**src/rtl/if_fetch_unit_pkg.sv**
```systemverilog
// if_fetch_unit_pkg: shared IF-stage state encoding, reset PC, SRAM size and ID bus width.
package if_fetch_unit_pkg;
    typedef enum logic [1:0] {S_REQ, S_WAIT, S_HOLD} fs_state_e;
    localparam logic [31:0] IF_RESET_PC    = 32'h1c00_0000;
    localparam logic [1:0]  SRAM_SIZE_WORD = 2'b10;
    localparam int unsigned FS_TO_DS_W     = 64;
endpackage

```
**src/rtl/if_redirect_pend.sv**
```systemverilog
// if_redirect_pend: pending redirect target and single-response cancel flag; a flush
// overrides a pending branch, a branch never overrides a pending flush.
module if_redirect_pend (
    input  logic        clk,
    input  logic        rst,
    input  logic        flush_valid_i,
    input  logic [31:0] flush_target_i,
    input  logic        br_taken_i,
    input  logic [31:0] br_target_i,
    input  logic        track_i,
    input  logic        arm_i,
    input  logic        clear_i,
    output logic        redir_o,
    output logic [31:0] redir_target_o,
    output logic        cancel_o,
    output logic [31:0] final_target_o
);
    logic        pend_valid_q, pend_valid_d, pend_flush_q, pend_flush_d;
    logic        cancel_q, cancel_d, take;
    logic [31:0] pend_target_q, pend_target_d;

    assign redir_o        = flush_valid_i | br_taken_i;
    assign redir_target_o = flush_valid_i ? flush_target_i : br_target_i;
    assign take           = flush_valid_i | (br_taken_i & ~(pend_valid_q & pend_flush_q));
    assign final_target_o = take ? redir_target_o : pend_target_q;
    assign cancel_o       = cancel_q;

    always_comb begin
        pend_valid_d  = clear_i ? 1'b0 : pend_valid_q | (track_i & take);
        pend_flush_d  = clear_i ? 1'b0 : (track_i & take) ? flush_valid_i : pend_flush_q;
        pend_target_d = (track_i & take) ? redir_target_o : pend_target_q;
        cancel_d      = clear_i ? 1'b0 : cancel_q | (arm_i & (pend_valid_q | redir_o));
    end

    always_ff @(posedge clk) begin
        if (rst) begin
            pend_valid_q  <= 1'b0;
            pend_flush_q  <= 1'b0;
            pend_target_q <= '0;
            cancel_q      <= 1'b0;
        end else begin
            pend_valid_q  <= pend_valid_d;
            pend_flush_q  <= pend_flush_d;
            pend_target_q <= pend_target_d;
            cancel_q      <= cancel_d;
        end
    end
endmodule

```
**src/rtl/if_fetch_unit.sv**
```systemverilog
// if_fetch_unit: IF-stage PC generation, instruction SRAM request and ID hand-off buffer.
// Define IF_ADEF_CHECK_EN to raise fs_ex_adef instead of fetching a misaligned PC.
module if_fetch_unit
    import if_fetch_unit_pkg::*;
#(
    parameter logic [31:0] RESET_PC = IF_RESET_PC
) (
    input  logic        clk,
    input  logic        rst,
    output logic        inst_sram_req,
    output logic        inst_sram_wr,
    output logic [1:0]  inst_sram_size,
    output logic [31:0] inst_sram_addr,
    input  logic        inst_sram_addr_ok,
    input  logic        inst_sram_data_ok,
    input  logic [31:0] inst_sram_rdata,
    input  logic        flush_valid,
    input  logic [31:0] flush_target,
    input  logic        br_taken,
    input  logic [31:0] br_target,
    input  logic        id_allow_in,
    output logic        fs_to_ds_valid,
    output logic [31:0] fs_to_ds_pc,
    output logic [31:0] fs_to_ds_inst,
    output logic        fs_ex_adef
);
    fs_state_e             state_q, state_d;
    logic [31:0]           pc_req_q, pc_req_d, redir_target, final_target;
    logic [FS_TO_DS_W-1:0] fs_q, fs_d;
    logic                  req_q, valid_q, adef_q, adef_d, mis, mis_d;
    logic                  redir, cancel, drop, track, arm, clear;

`ifdef IF_ADEF_CHECK_EN
    assign mis   = |pc_req_q[1:0];
    assign mis_d = |pc_req_d[1:0];
`else
    assign mis   = 1'b0;
    assign mis_d = 1'b0;
`endif

    assign track = (state_q == S_REQ && !mis) || state_q == S_WAIT;
    assign arm   = (state_q == S_REQ && !mis && inst_sram_addr_ok) || state_q == S_WAIT;
    assign clear = state_q == S_WAIT && inst_sram_data_ok;
    assign drop  = cancel | redir;

    if_redirect_pend u_pend (
        .clk            (clk),
        .rst            (rst),
        .flush_valid_i  (flush_valid),
        .flush_target_i (flush_target),
        .br_taken_i     (br_taken),
        .br_target_i    (br_target),
        .track_i        (track),
        .arm_i          (arm),
        .clear_i        (clear),
        .redir_o        (redir),
        .redir_target_o (redir_target),
        .cancel_o       (cancel),
        .final_target_o (final_target)
    );

    always_comb begin
        state_d  = state_q;
        pc_req_d = pc_req_q;
        fs_d     = fs_q;
        adef_d   = adef_q;
        case (state_q)
            S_REQ: begin
                if (mis && redir) begin
                    pc_req_d = redir_target;
                end else if (mis) begin
                    state_d = S_HOLD;
                    fs_d    = {pc_req_q, 32'h0};
                    adef_d  = 1'b1;
                end else if (inst_sram_addr_ok) begin
                    state_d                  = S_WAIT;
                    fs_d[FS_TO_DS_W-1 -: 32] = pc_req_q;
                end
            end
            S_WAIT: begin
                if (inst_sram_data_ok) begin
                    state_d  = drop ? S_REQ : S_HOLD;
                    pc_req_d = drop ? final_target : fs_q[FS_TO_DS_W-1 -: 32] + 32'd4;
                    if (!drop) begin
                        fs_d[31:0] = inst_sram_rdata;
                        adef_d     = 1'b0;
                    end
                end
            end
            default: begin
                state_d  = (redir || id_allow_in) ? S_REQ : S_HOLD;
                pc_req_d = redir ? redir_target : pc_req_q;
            end
        endcase
    end

    always_ff @(posedge clk) begin
        if (rst) begin
            state_q  <= S_REQ;
            pc_req_q <= RESET_PC;
            fs_q     <= {RESET_PC, 32'h0};
            adef_q   <= 1'b0;
            req_q    <= 1'b0;
            valid_q  <= 1'b0;
        end else begin
            state_q  <= state_d;
            pc_req_q <= pc_req_d;
            fs_q     <= fs_d;
            adef_q   <= adef_d;
            req_q    <= state_d == S_REQ && !mis_d;
            valid_q  <= state_d == S_HOLD;
        end
    end

    assign inst_sram_req  = req_q;
    assign inst_sram_wr   = 1'b0;
    assign inst_sram_size = SRAM_SIZE_WORD;
    assign inst_sram_addr = pc_req_q;
    assign fs_to_ds_valid = valid_q;
    assign fs_to_ds_pc    = fs_q[FS_TO_DS_W-1 -: 32];
    assign fs_to_ds_inst  = fs_q[31:0];
    assign fs_ex_adef     = adef_q;
endmodule

```
**config.mk**
```make
export PLATFORM = sky130hd
export DESIGN_NAME = if_fetch_unit
export DESIGN_NICKNAME = d
export VERILOG_FILES = /design/src/rtl/if_fetch_unit_pkg.sv /design/src/rtl/if_redirect_pend.sv /design/src/rtl/if_fetch_unit.sv
export SDC_FILE = /design/constraint.sdc
export NUM_CORES = 1
export LEC_CHECK = 0
export BUFFER_PORTS_ARGS = -buffer_cell sky130_fd_sc_hd__buf_4
export CORE_UTILIZATION = 45
export DETAILED_ROUTE_END_ITERATION = 6
export GPL_ROUTABILITY_DRIVEN = 0
export PLACE_DENSITY = 0.71
export REMOVE_ABC_BUFFERS = 1
export SYNTH_ARGS = -nofsm -noshare
export SYNTH_HDL_FRONTEND = slang
export SYNTH_HIERARCHICAL = 1
export SYNTH_SLANG_ARGS = --single-unit
```
**constraint.sdc**
```tcl
create_clock -name clk -period 6.85 [get_ports clk]
set_clock_uncertainty 0.15 [all_clocks]
set_input_delay 0 -clock clk [delete_from_list [all_inputs] [get_ports clk]]
set_output_delay 0 -clock clk [all_outputs]
set_load 0.005 [all_outputs]
```
==> impl_metrics.toml, run 1 <==
[synth]
synth_top_cell_area_share_pct = 39.9
postSynthCellCount = 824
async_flop_share_pct = 0
yosysSeqAreaShare_pct = 39.9
netlist_top_cells_area = "dfxtp_1 (40%), nand2_1 (8.9%), mux2_2 (8.6%), a21oi_1 (7.9%), nor2_1 (4.2%)"
synthesis.area_sq_um = 6770
synth-edff-count = 0
yosysUniqueCellTypes = 60
synth_warnings = 6
synth_area_per_cell_sq_um = 8.22
synthFlopType = "dfxtp_1"
yosys.area.top_type = "dfxtp_1"
ys_ff_latch = 135

[timing]
tightest_slew_ps = 1110
final-setup-viol-count = 0
rsz0062_at_grt = "false"
finalCritPeriodShare_pct = 48.7
period_minus_slack_ps = 3330
finalMaxSlewViolations = 0
hold_viol_final = 0
max_slew_margin_pct = 26.0
fin_tns_setup_ps = 0
fmax_mhz = 300

[clock_network]
worstSkewPairLatency_ps = 420
clock_path_buffers = 2
cts_setup_buffers = 0
h-tree-depth = 4
clk_pin_slew_worst_paths_ps = 60
cts.sinks = 135
cts_tree = "done"
numCtsBuffers = 17
post_cts_resized = 0
cts_root_buf = "clkbuf_16"

[finish]
final_util_pct = 69.2
seq_area_sq_um = 2700
area_growth_pct = 49.0
final_common_cell = "buf_4"
multiInputGateArea_sq_um = 3760
diodes = 0
drive_above_1_share_pct = 28.9
layout_common_cells = "buf_4 (211), nand2_1 (160), dfxtp_1 (135)"
nets = 1209
fillers = 1148

[worst_setup_path]
rr_startpoint = "state_q[1]"
crit_arrival_ps = 3540
crit_type = "in -> reg"
r2r-end = "fs_q[28]"
rrSetupSlack_ps = 3920
critPathCaptureType = "flip-flop"
r2r_cells = 5
critPathMaxFanout = 42
worstPathRequired_ps = 7060
crit_path_start_kind = "input port"

[global_routing]
grt-ovfl-total = 0
grt_antenna_before_repair = 0
grt_pass1_wl_mm = 35.9
grt_use_total_pct = 28.6
grt_max_degree = 64
grt_pass1_vias = 6942

[hold_path]
hold_path.class = "in -> reg"
hold_end = "inst_sram_addr[11]"
min_delay_path_depth = 5
hold_path_startpoint = "flush_target[11]"

[die]
row_count = 44
die_area_sq_um = 15500
core_area_sq_um = 14600
pin_count = 205
die_h_um = 125
die_w_um = 125
start_util_pct = 46.4

[place]
portBuffers = 200
dpl.hpwl_mm = 13.4

[power_and_ir_drop]
peakVddDrop_mv = 0.174
p_per_area_nw_per_um2 = 212
p_leak_nw = 4.10

[routing]
first_pass_iters = 5
viasPerCell = 5.54
ant_nets = 0
drc = 0
route.vias.total = 7212
wire_per_inst_um = 17.0
wl_mm = 22.2
drt_iter0_markers = 546

[run]
maxCapViolCount = 0

[outcome]
status = "completed"
final cells by class:
type                    instances  share of cell area [%]
well taps                     184                    2.28
multi-input cells             614                    37.3
clock inverters                 8                    1.19
inverters                       9                   0.335
repair buffers                328                    27.3
clock buffers                  23                    4.83
flip-flops and latches        135                    26.8
timing repair:
item,CTS,global route
endpoints found under the setup margin,0,0
hold endpoints to repair,106,0
hold buffers,117,0
report_power, final:
part	switching [W]	leakage, nW	total (W)	internal [W]
clock	0.000337	0.295	0.000944	0.000607
sequential	0.0000321	1.10	0.000856	0.000824
combinational	0.000159	2.70	0.000344	0.000185
total	0.000528	4.10	0.00214	0.00162
worst max-delay path: stages:
cell and delay (ps):
dlygate4sd3_1 530, buf_4 310, or2_2 450, or2_2 470, nor2_4 850, nand2_1 150, a21oi_1 150, dlygate4sd3_1 560
flip-flops by register name (all words and copies together), names as in the netlist:
name / cells
fs_q: 64
fs_to_ds_valid: 1
inst_sram_addr: 32
inst_sram_req: 1
state_q: 2
u_pend/cancel_o: 1
u_pend/pend_flush_q: 1
u_pend/pend_target_q: 32
u_pend/pend_valid_q: 1
Yosys cell counts (all sizes together) (3+ instances only):
master	instances
dfxtp	135
clkbuf	44
o22ai	3
a211oi	14
mux2	64
nand2	160
nand3b	6
nand3	10
xor2	5
nand4	6
or2	4
xnor2	17
a221oi	10
o211ai	3
o31ai	32
nor3	17
a311oi	5
nor2	75
or3	3
nor4	10
o21ai	18
inv	9
o221ai	7
a21oi	108
a221o	3
o31a	3
buf	24
a32oi	3
metrics by stage:
step           hold slack, ps  worst slack, ps  area (sq um)  std cells  power (W)
2_1_floorplan           -83.8             4060          6470        758    0.00101
3_3_place_gp             97.8             4130          8310       1153    0.00115
3_5_place_dp              105             4080          8310       1153    0.00115
4_1_cts                  8.25             3570         10100       1301    0.00214
5_1_grt                  36.2             3290         10100       1301    0.00222
6_report                 26.9             3520         10100       1301    0.00214
worst max-delay path by stage:
stage	startpoint	end	slack (ps)
after floorplan	flush_valid	inst_sram_req	4060
after global placement	flush_valid	inst_sram_req	4130
after detailed placement	flush_valid	inst_sram_req	4080
after CTS	flush_valid	fs_q[28]	3570
after global routing	flush_valid	fs_q[22]	3290
final	flush_valid	fs_q[28]	3520
metal layers:
metal | up-vias | GRT usage [%] | part of all wire [%]
li1 | 3495 | - | -
met1 | 3378 | 36.2 | 42
met2 | 299 | 48.4 | 49
met3 | 40 | 4.81 | 6.4
met4 | 0 | 10.9 | 2.1
met5 | - | 0 | 0
cell families after synthesis:
| group | synth area share, % |
|---|---|
| DFF | 39.9 |
| AOI/OAI and AO/OA | 21.0 |
| other | 0.111 |
| and+or+nand+nor | 19.9 |
| muxes | 11.0 |
| adders and majority gates | 0.185 |
| xor gates and xnor gates | 2.84 |
| buffers and inverters | 5.10 |
Note: power is estimated with default switching activity, not from simulation.
==> inputs of run 2 (changes only) <==
- clock period: 6.85 -> 3.1 ns (I/O delays scaled with it)
==> run 2 against run 1 <==
Effect of this change:
- count of clock-buffer cells in the layout is 3 lower
- sequential power is 120% higher
- worst hold slack worse by 3.9 ps
- largest power group unchanged
- highest routed layer unchanged
==> impl_metrics.toml, run 2 (synthesis gave the netlist of run 1 again) <==
[die]
die_w_um = 125
core_area_sq_um = 14600
row_count = 44
start_util_pct = 46.4
die_area_sq_um = 15500
pin_count = 205
die_h_um = 125

[worst_setup_path]
worstPathRequired_ps = 3320
crit_type = "in -> reg"
r2r-end = "inst_sram_addr[18]"
crit_path_start = "flush_valid"
critical-path-top-delay-family = "buffers and inverters"
r2r_cells = 6
path_depth = 9
critPathMaxFanout = 40
crit_arrival_ps = 3050
crit_path_start_kind = "input port"
rr_startpoint = "fs_q[34]"
critPathSlowestCell = "dlygate4sd3_1"
critPathCaptureType = "flip-flop"
setup.worst_path.end = "state_q[1]"
crit_path_max_incr_delay_ps = 550
cp.buffers_inverters = 4
crit_chain = "dlygate4sd3_1 > buf_4 > or2_2 > or2_2 > nor2_4 > buf_4 > a21oi_1 > nor2_1 > dlygate4sd3_1"
rrSetupSlack_ps = 610

[timing]
finalMaxSlewViolations = 0
hold_viol_final = 0
max_slew_margin_pct = 26.7
finalCritPeriodShare_pct = 91.5
tightest_slew_ps = 1100
final-setup-viol-count = 0
rsz0062_at_grt = "false"
fin_tns_setup_ps = 0
period_minus_slack_ps = 2840
fmax_mhz = 353

[outcome]
status = "completed"

[finish]
area_growth_pct = 49.4
largest_reg_flops = 64
fillers = 1153
layout_common_cells = "buf_4 (223), nand2_1 (160), dfxtp_1 (135)"
diodes = 0
regMostFlops = "fs_q"
nets = 1210
final_common_cell = "buf_4"
fin_cells = 1303
drive_above_1_share_pct = 30.1
multiInputGateArea_sq_um = 3760
seq_area_sq_um = 2700

[clock_network]
post_cts_resized = 0
numCtsBuffers = 17
worstSkewPairLatency_ps = 420
cts_tree = "done"
cts.sinks = 135
h-tree-depth = 4
clk_pin_slew_worst_paths_ps = 60
cts_root_buf = "clkbuf_16"
clock_path_buffers = 2

[global_routing]
grt_antenna_before_repair = 0
grt_pass1_vias = 7016
grt_pass1_wl_mm = 37.3
grt_max_degree = 42
grt_use_total_pct = 30.0
grt-ovfl-total = 0

[power_and_ir_drop]
p_per_area_nw_per_um2 = 484
peakVddDrop_mv = 0.403
p_leak_nw = 4.09

[routing]
viasPerCell = 5.73
route.vias.total = 7466
drc = 0
wire_per_inst_um = 18.1
ant_nets = 0
wl_mm = 23.6
drt_iter0_markers = 626
first_pass_iters = 7

[run]
maxCapViolCount = 0

[place]
portBuffers = 200
dp_cells = 1166
dpl.hpwl_mm = 14.3

[hold_path]
hold_path.class = "in -> reg"
min_delay_path_depth = 5
-- run 2: changes by cell type in the layout (fill, tap and decap cells not counted), sizes merged --
cell,previous run,this run
buf,211,224
bufinv,3,5
clkbuf,23,20
clkinv,3,4
clkinvlp,2,3
dlygate4sd3,117,105
-- run 2: worst min path at each step --
stage / slack (ps) / from / end
finish: 20 / br_target[11] / inst_sram_addr[11]
global route: 50 / flush_target[9] / inst_sram_addr[9]
CTS: 0.4 / br_target[17] / inst_sram_addr[17]
detailed placement: 110 / inst_sram_rdata[22] / fs_q[22]
global placement: 100 / inst_sram_rdata[31] / fs_q[31]
floorplan: -80 / rst / inst_sram_addr[29]
-- run 2: power by group --
part           internal (W)  switching (W)  total (W)
combinational      0.000419       0.000366   0.000785
clock               0.00145       0.000774    0.00222
sequential          0.00182      0.0000718    0.00189
total               0.00369        0.00121    0.00490
-- run 2: cell type report --
cell class | instances | share of cell area [%]
Clock buffer | 20 | 4.41
Tap cell | 184 | 2.27
Clock inverter | 12 | 1.98
Multi-Input combinational cell | 614 | 37.2
Inverter | 9 | 0.334
Timing Repair Buffer | 329 | 27.1
Sequential cell | 135 | 26.7
-- run 2: metrics by stage --
| step | cell area (sq um) | util [%] | power, W | hold WS (ps) | setup WS (ps) |
|---|---|---|---|---|---|
| 4_1_cts | 10100 | 69.4 | 0.00489 | 0.364 | 348 |
| 2_1_floorplan | 6470 | - | 0.00223 | -83.8 | 307 |
| 3_5_place_dp | 8420 | 57.7 | 0.00256 | 106 | 695 |
| 3_3_place_gp | 8420 | 57.7 | 0.00255 | 97.5 | 749 |
| 5_1_grt | 10100 | 69.4 | 0.00505 | 52.9 | 196 |
| 6_report | 10100 | 69.4 | 0.00490 | 23.0 | 264 |
-- run 2: timing repair --
action / in CTS / in global routing
buffers inserted: 0 / 0
hold buffers: 105 / 0
hold endpoints to repair: 111 / 0
-- run 2: routing by layer --
metal | global-route usage, % | up-vias | routed length [um]
li1 | - | 3486 | -
met1 | 38.5 | 3530 | 9680
met2 | 49.3 | 378 | 11400
met4 | 13.3 | 0 | 789
met3 | 5.15 | 72 | 1740
met5 | 0 | - | 0
-- run 2: worst register-to-register path: cells and delay by family (launching register included) --
family          cells  cell delay, ps
xor+xnor            1             100
compound gates      1             390
flops               1             420
simple gates        3            1080
fa+ha+maj           1             240
